===== src/rtl/sample_fetch_fsm.sv =====
// sample_fetch_fsm
// Reads 32-bit words from flash over an Avalon-MM read master. Each word is
// played out as two 16-bit samples, one per rising edge of the sample tick.
// The block supports play/pause, forward/reverse playback, restart and
// address wrap-around.
module sample_fetch_fsm #(
  parameter int                    ADDR_WIDTH = 23,
  parameter logic [ADDR_WIDTH-1:0] ADDR_MAX   = 23'h7FFFF
) (
  input  logic                  clk,
  input  logic                  reset,
  input  logic                  sample_tick,
  input  logic                  play_en,
  input  logic                  direction,
  input  logic                  restart,
  output logic                  flash_read,
  output logic [ADDR_WIDTH-1:0] flash_address,
  input  logic                  flash_waitrequest,
  input  logic [31:0]           flash_readdata,
  input  logic                  flash_readdatavalid,
  output logic [15:0]           audio_out,
  output logic                  audio_valid,
  output logic                  underrun
);

  localparam logic [ADDR_WIDTH-1:0] ADDR_ZERO = {ADDR_WIDTH{1'b0}};
  localparam logic [ADDR_WIDTH-1:0] ADDR_ONE  = {{(ADDR_WIDTH-1){1'b0}}, 1'b1};

  typedef enum logic [2:0] {
    ST_IDLE       = 3'd0,
    ST_READ_REQ   = 3'd1,
    ST_READ_WAIT  = 3'd2,
    ST_OUT_FIRST  = 3'd3,
    ST_OUT_SECOND = 3'd4,
    ST_ADVANCE    = 3'd5
  } state_t;

  // First word address of the playback direction (forward starts at 0,
  // reverse starts at the top of the image).
  function automatic logic [ADDR_WIDTH-1:0] start_addr(input logic dir);
    if (dir) begin
      return ADDR_MAX;
    end else begin
      return ADDR_ZERO;
    end
  endfunction

  // Next word address in the given direction, wrapping at both ends.
  function automatic logic [ADDR_WIDTH-1:0] step_addr(input logic [ADDR_WIDTH-1:0] a,
                                                      input logic dir);
    if (dir) begin
      if (a == ADDR_ZERO) begin
        return ADDR_MAX;
      end else begin
        return a - ADDR_ONE;
      end
    end else begin
      if (a == ADDR_MAX) begin
        return ADDR_ZERO;
      end else begin
        return a + ADDR_ONE;
      end
    end
  endfunction

  // Selects one half of a captured word.
  function automatic logic [15:0] pick_half(input logic [31:0] word, input logic upper);
    if (upper) begin
      return word[31:16];
    end else begin
      return word[15:0];
    end
  endfunction

  state_t                  state_r;
  state_t                  next_state_s;

  logic                    tick_d_r;
  logic                    tick_evt_s;
  logic                    tick_play_s;
  logic                    discard_s;

  logic [ADDR_WIDTH-1:0]   addr_r;
  logic [ADDR_WIDTH-1:0]   addr_nxt_s;
  logic [31:0]             word_r;
  logic [31:0]             word_nxt_s;
  logic                    upper_first_r;
  logic                    upper_first_nxt_s;
  logic                    restart_pending_r;
  logic                    restart_pending_nxt_s;

  logic                    flash_read_r;
  logic                    flash_read_nxt_s;
  logic [15:0]             audio_out_r;
  logic [15:0]             audio_out_nxt_s;
  logic                    audio_valid_r;
  logic                    audio_valid_nxt_s;
  logic                    underrun_r;
  logic                    underrun_nxt_s;

  // A tick counts once, on the cycle it rises.
  assign tick_evt_s  = sample_tick & ~tick_d_r;
  assign tick_play_s = tick_evt_s & play_en;
  // Returned data is thrown away if a restart is pending or arrives with it.
  assign discard_s   = restart_pending_r | restart;

  assign flash_read    = flash_read_r;
  assign flash_address = addr_r;
  assign audio_out     = audio_out_r;
  assign audio_valid   = audio_valid_r;
  assign underrun      = underrun_r;

  // State register.
  always_ff @(posedge clk or posedge reset) begin
    if (reset) begin
      state_r <= ST_IDLE;
    end else begin
      state_r <= next_state_s;
    end
  end

  // Next-state decode.
  always_comb begin
    next_state_s = state_r;
    case (state_r)
      ST_IDLE: begin
        if (play_en) begin
          next_state_s = ST_READ_REQ;
        end else begin
          next_state_s = ST_IDLE;
        end
      end
      ST_READ_REQ: begin
        if (flash_waitrequest) begin
          next_state_s = ST_READ_REQ;
        end else begin
          next_state_s = ST_READ_WAIT;
        end
      end
      ST_READ_WAIT: begin
        if (flash_readdatavalid) begin
          if (discard_s) begin
            next_state_s = ST_READ_REQ;
          end else begin
            next_state_s = ST_OUT_FIRST;
          end
        end else begin
          next_state_s = ST_READ_WAIT;
        end
      end
      ST_OUT_FIRST, ST_OUT_SECOND: begin
        if (restart) begin
          if (play_en) begin
            next_state_s = ST_READ_REQ;
          end else begin
            next_state_s = ST_IDLE;
          end
        end else if (tick_play_s) begin
          if (state_r == ST_OUT_FIRST) begin
            next_state_s = ST_OUT_SECOND;
          end else begin
            next_state_s = ST_ADVANCE;
          end
        end else begin
          next_state_s = state_r;
        end
      end
      ST_ADVANCE: begin
        if (play_en) begin
          next_state_s = ST_READ_REQ;
        end else begin
          next_state_s = ST_IDLE;
        end
      end
      default: begin
        next_state_s = ST_IDLE;
      end
    endcase
  end

  // Output and datapath decode: next values for every registered output.
  always_comb begin
    addr_nxt_s            = addr_r;
    word_nxt_s            = word_r;
    upper_first_nxt_s     = upper_first_r;
    restart_pending_nxt_s = restart_pending_r;
    audio_out_nxt_s       = audio_out_r;
    audio_valid_nxt_s     = 1'b0;
    underrun_nxt_s        = 1'b0;

    // The request is raised with the state so address and read align.
    if (next_state_s == ST_READ_REQ) begin
      flash_read_nxt_s = 1'b1;
    end else begin
      flash_read_nxt_s = 1'b0;
    end

    case (state_r)
      ST_IDLE: begin
        if (restart) begin
          addr_nxt_s = start_addr(direction);
        end else begin
          addr_nxt_s = addr_r;
        end
      end
      ST_READ_REQ: begin
        // The request is never withdrawn; a restart re-points the address
        // and marks whatever comes back as stale.
        if (restart) begin
          addr_nxt_s            = start_addr(direction);
          restart_pending_nxt_s = 1'b1;
        end else if (tick_play_s) begin
          underrun_nxt_s = 1'b1;
        end else begin
          underrun_nxt_s = 1'b0;
        end
      end
      ST_READ_WAIT: begin
        if (restart) begin
          addr_nxt_s = start_addr(direction);
        end else if (tick_play_s) begin
          underrun_nxt_s = 1'b1;
        end else begin
          underrun_nxt_s = 1'b0;
        end
        if (flash_readdatavalid) begin
          if (discard_s) begin
            restart_pending_nxt_s = 1'b0;
          end else begin
            word_nxt_s        = flash_readdata;
            upper_first_nxt_s = direction;
          end
        end else if (restart) begin
          restart_pending_nxt_s = 1'b1;
        end else begin
          restart_pending_nxt_s = restart_pending_r;
        end
      end
      ST_OUT_FIRST, ST_OUT_SECOND: begin
        if (restart) begin
          addr_nxt_s = start_addr(direction);
        end else if (tick_play_s) begin
          // Second half is the opposite of the first half.
          if (state_r == ST_OUT_FIRST) begin
            audio_out_nxt_s = pick_half(word_r, upper_first_r);
          end else begin
            audio_out_nxt_s = pick_half(word_r, ~upper_first_r);
          end
          audio_valid_nxt_s = 1'b1;
        end else begin
          audio_valid_nxt_s = 1'b0;
        end
      end
      ST_ADVANCE: begin
        if (restart) begin
          addr_nxt_s = start_addr(direction);
        end else begin
          addr_nxt_s = step_addr(addr_r, direction);
          if (tick_play_s) begin
            underrun_nxt_s = 1'b1;
          end else begin
            underrun_nxt_s = 1'b0;
          end
        end
      end
      default: begin
        addr_nxt_s = addr_r;
      end
    endcase
  end

  // Datapath and output registers.
  always_ff @(posedge clk or posedge reset) begin
    if (reset) begin
      tick_d_r          <= 1'b0;
      addr_r            <= ADDR_ZERO;
      word_r            <= 32'h0000_0000;
      upper_first_r     <= 1'b0;
      restart_pending_r <= 1'b0;
      flash_read_r      <= 1'b0;
      audio_out_r       <= 16'h0000;
      audio_valid_r     <= 1'b0;
      underrun_r        <= 1'b0;
    end else begin
      tick_d_r          <= sample_tick;
      addr_r            <= addr_nxt_s;
      word_r            <= word_nxt_s;
      upper_first_r     <= upper_first_nxt_s;
      restart_pending_r <= restart_pending_nxt_s;
      flash_read_r      <= flash_read_nxt_s;
      audio_out_r       <= audio_out_nxt_s;
      audio_valid_r     <= audio_valid_nxt_s;
      underrun_r        <= underrun_nxt_s;
    end
  end

endmodule


===== config.mk =====
export PLATFORM = sky130hd
export DESIGN_NAME = sample_fetch_fsm
export DESIGN_NICKNAME = d
export VERILOG_FILES = /design/src/rtl/sample_fetch_fsm.sv
export SDC_FILE = /design/constraint.sdc
export NUM_CORES = 1
export LEC_CHECK = 0
export ABC_AREA = 1
export BUFFER_PORTS_ARGS = -buffer_cell sky130_fd_sc_hd__buf_2
export CAP_MARGIN = 20
export CORE_MARGIN = 4
export CORE_UTILIZATION = 52
export DETAILED_ROUTE_END_ITERATION = 12
export PLACE_DENSITY = 0.78
export SYNTH_ARGS = -nofsm -noshare
export SYNTH_HDL_FRONTEND = slang
export SYNTH_SLANG_ARGS = --single-unit

===== constraint.sdc =====
create_clock -name clk -period 2.33 [get_ports clk]
set_input_delay 0.233 -clock clk [delete_from_list [all_inputs] [get_ports clk]]
set_output_delay 0.233 -clock clk [all_outputs]
set_load 0.1 [all_outputs]

==> impl_metrics.env <==
export IMPL_antennaDiodeCount=0
export IMPL_final_hold_violation_count=0
export IMPL_num_nets_final=794
export IMPL_synth_enable_flop_cells=0
export IMPL_initial_core_util_pct=54.5
export IMPL_multi_input_area_mm2=0.00267
export IMPL_first_iter_violations=374
export IMPL_tritoncts_clock_tree="built"
export IMPL_synth_most_common_cell="nand2_1"
export IMPL_setup_fix_bufs_post_cts=0
export IMPL_grt_antenna_before_repair=0
export IMPL_synthTopCellsByCount="nand2_1, nor2_1, dfrtp_1"
export IMPL_dr_pass1_iters=6
export IMPL_cp_num_buf_inv=2
export IMPL_via_per_inst=5.53
export IMPL_pin_count_of_the_biggest_net_entering_global_routing=37
export IMPL_wirelength_mm=14.3
export IMPL_synth_top_area_share_pct=39.0
export IMPL_worst_ep_required_time_ns=2.57
export IMPL_area_growth_syn_to_layout_pct=12.4
export IMPL_clockRootBuffer="clkbuf_8"
export IMPL_numPortBuffers=81
export IMPL_worstSetupPathType="reg2reg"
export IMPL_report_final_setup_viol=0
export IMPL_hold_class="in2reg"
export IMPL_irDropWorstVdd_mv=0.711
export IMPL_synth_warning_count=0
export IMPL_grt_setup_unrepaired="no"
export IMPL_clock_h_tree_levels=3
export IMPL_setup_worst_path_start_class="flip-flop"
export IMPL_critPathMaxFanout=7
export IMPL_final_weighted_congestion_in_routability_driven_placement=0.958
export IMPL_crit_path_frequent_cell="nand2_1"
export IMPL_ys_ff_latch=80
export IMPL_hold_worst_slack_ns=0.0830
export IMPL_area_of_the_die_mm2=0.0115
export IMPL_synthDistinctLibCells=40
export IMPL_final_min_clock_period_ns=2.12
export IMPL_max_stage_delay_ns=0.49
export IMPL_dominantRegCellSynth="dfrtp_1"
export IMPL_std_cell_rows=35
export IMPL_syn_area_cell_um2=7.59
export IMPL_timing_critical_path_max_delay_family="simple AND/OR/NAND/NOR gates"
export IMPL_clock_latency_ns=0.36
export IMPL_setup_tns_final_ns=0
export IMPL_ctsLongestPathBuffers=2
export IMPL_critical_path_arrival_ns=2.36
export IMPL_drv_cap=0
export IMPL_syn_nets=719
export IMPL_fin_crit_sh_pct=90.9
export IMPL_powerDensity_mw_per_mm2=1020
export IMPL_core_area_mm2=0.00942
export IMPL_clkSinkCount=80
export IMPL_finalMaxSlewViolations=0
export IMPL_drt_wirelength_per_cell_um=16.2
export IMPL_clkSlewWorstSetupHoldPaths_ns=0.09
export IMPL_grt_ovfl_total=0
export IMPL_number_of_global_route_vias_before_repair=4670
export IMPL_pin_count=82
export IMPL_cell_count_after_synthesis=676
export IMPL_dp_hpwl_mm=10.6
export IMPL_layout_cell_share_with_drive_strength_beyond_1_pct=23.4
export IMPL_final_setup_skew_ns=0.0196
export IMPL_worstMarginPinSlew_ns=0.605
export IMPL_filler_cell_count=860
export IMPL_grt_util_all_layers_pct=25.4
export IMPL_route_detailed_drc=0
export IMPL_slew_headroom_pct=59.7
export IMPL_mappedNetlistArea_mm2=0.00513
export IMPL_first_pass_grt_wire_length_mm=23.4
export IMPL_final_antenna_net_count=0
export IMPL_achievable_frequency_mhz=472
export IMPL_crit_slowest_cell="dfrtp_1"
export IMPL_synth_yosys_seq_area_share_pct=39.0
export IMPL_dieHeight_um=107
export IMPL_endpoint_kind="flip-flop"
export IMPL_yosysTopAreaCell="dfrtp_1"
export IMPL_vias=4890
export IMPL_cts_buffers_inserted=9
export IMPL_status="finished, final reports clean"
export IMPL_p_leak_nw=2.85
export IMPL_cp_cell_sequence="inv_1, ha_1, nand2_2, nor2_2, nand2_1, nand2_1, nand3_1, o21ai_1, nand3_1, nand2_1, inv_1"
export IMPL_die_span_x_um=107
export IMPL_power_total_w=0.00587
export IMPL_async_flop_share_pct=100
export IMPL_post_synth_main_area_contributors="dfrtp_1, nand2_1, nor2_1, mux2_2, nand3_1"
export IMPL_register_area_mm2=0.00200
-- placed cells by master (no fill, tap or decap), drive strengths merged, types with 10 or more instances in the layout --
master and count:
a21oi 48, buf 92, clkbuf 10, dfrtp 80, inv 62, mux2 32, nand2 171, nand3 62
nand4 21, nor2 107, o21ai 30, xor2 12
-- report_power, final --
group | internal [W] | switching, W | leakage, nW
registers | 0.00184 | 0.000328 | 1.01
logic | 0.000620 | 0.00208 | 1.75
clock network | 0.000431 | 0.000567 | 0.0910
-- flip-flops by register name (all words and copies together) (netlist names) --
register and cells:
upper_first_r 1, underrun 1, flash_read 1, tick_d_r 1
flash_address 23, audio_out 16, state_r 3, audio_valid 1
word_r 32, restart_pending_r 1
-- per-stage QoR --
stage          setup slack, ns  util [%]  cells  cell area, um2
2_1_floorplan           0.0144         -    676            5130
3_3_place_gp             0.215      58.9    867            5550
3_5_place_dp             0.104      58.9    867            5550
4_1_cts                 0.0818      61.1    885            5760
5_1_grt                 0.0480      61.3    885            5770
6_report                 0.212      61.3    885            5770
-- final timing paths --
kind	from	to	slack, ns	depth (start not counted)
min reg2reg	word_r[28]	word_r[28]	0.50	1
min in group asynchronous	reset	word_r[29]	0.47	3
max in group asynchronous	reset	word_r[4]	1.03	4
max reg2reg	flash_address[0]	flash_address[14]	0.21	11
min	flash_readdata[28]	word_r[28]	0.08	2
max	flash_address[0]	flash_address[14]	0.21	11
-- repair_timing --
| action | in CTS | in global routing |
|---|---|---|
| resized for setup | 0 | 1 |
| hold buffers | 2 | 0 |
| endpoints found under the hold margin | 35 | 0 |
| endpoints found under the setup margin | 0 | 16 |
-- routing by layer --
layer	wire length, um	vias to the layer above	track usage [%]
met5	0	-	0
met2	6730	234	40.4
li1	-	2346	-
met1	6140	2297	35.9
met3	1290	13	5.40
met4	137	0	5.50
-- kinds of logic after synthesis --
group                    count (synthesis)  share of synthesized area, %
AO/OA/AOI/OAI                           86                          8.73
XOR/XNOR                                14                          2.54
adder cells (fa/ha/maj)                  3                         0.732
buffers and inverters                   93                          9.19
flip-flops                              80                          39.0
multiplexers                            32                          7.02
AND/OR/NAND/NOR                        368                          32.8
-- cell type report --
class	instances	area share, %
Multi-Input combinational cell	503	46.3
Sequential cell	80	34.7
Timing Repair Buffer	94	8.81
Inverter	63	4.12
Tap cell	129	2.80
Clock buffer	10	2.39
Clock inverter	6	0.911
-- worst reg2reg max path, delay by kind of cell, from the launching register on --
family / cells / cell delay, ns
flip-flops: 1 / 0.49
adder cells (fa/ha/maj): 1 / 0.33
AO/OA/AOI/OAI: 1 / 0.13
AND/OR/NAND/NOR: 7 / 0.84
buffers and inverters: 2 / 0.21
Note: power is estimated with default switching activity, not from simulation.
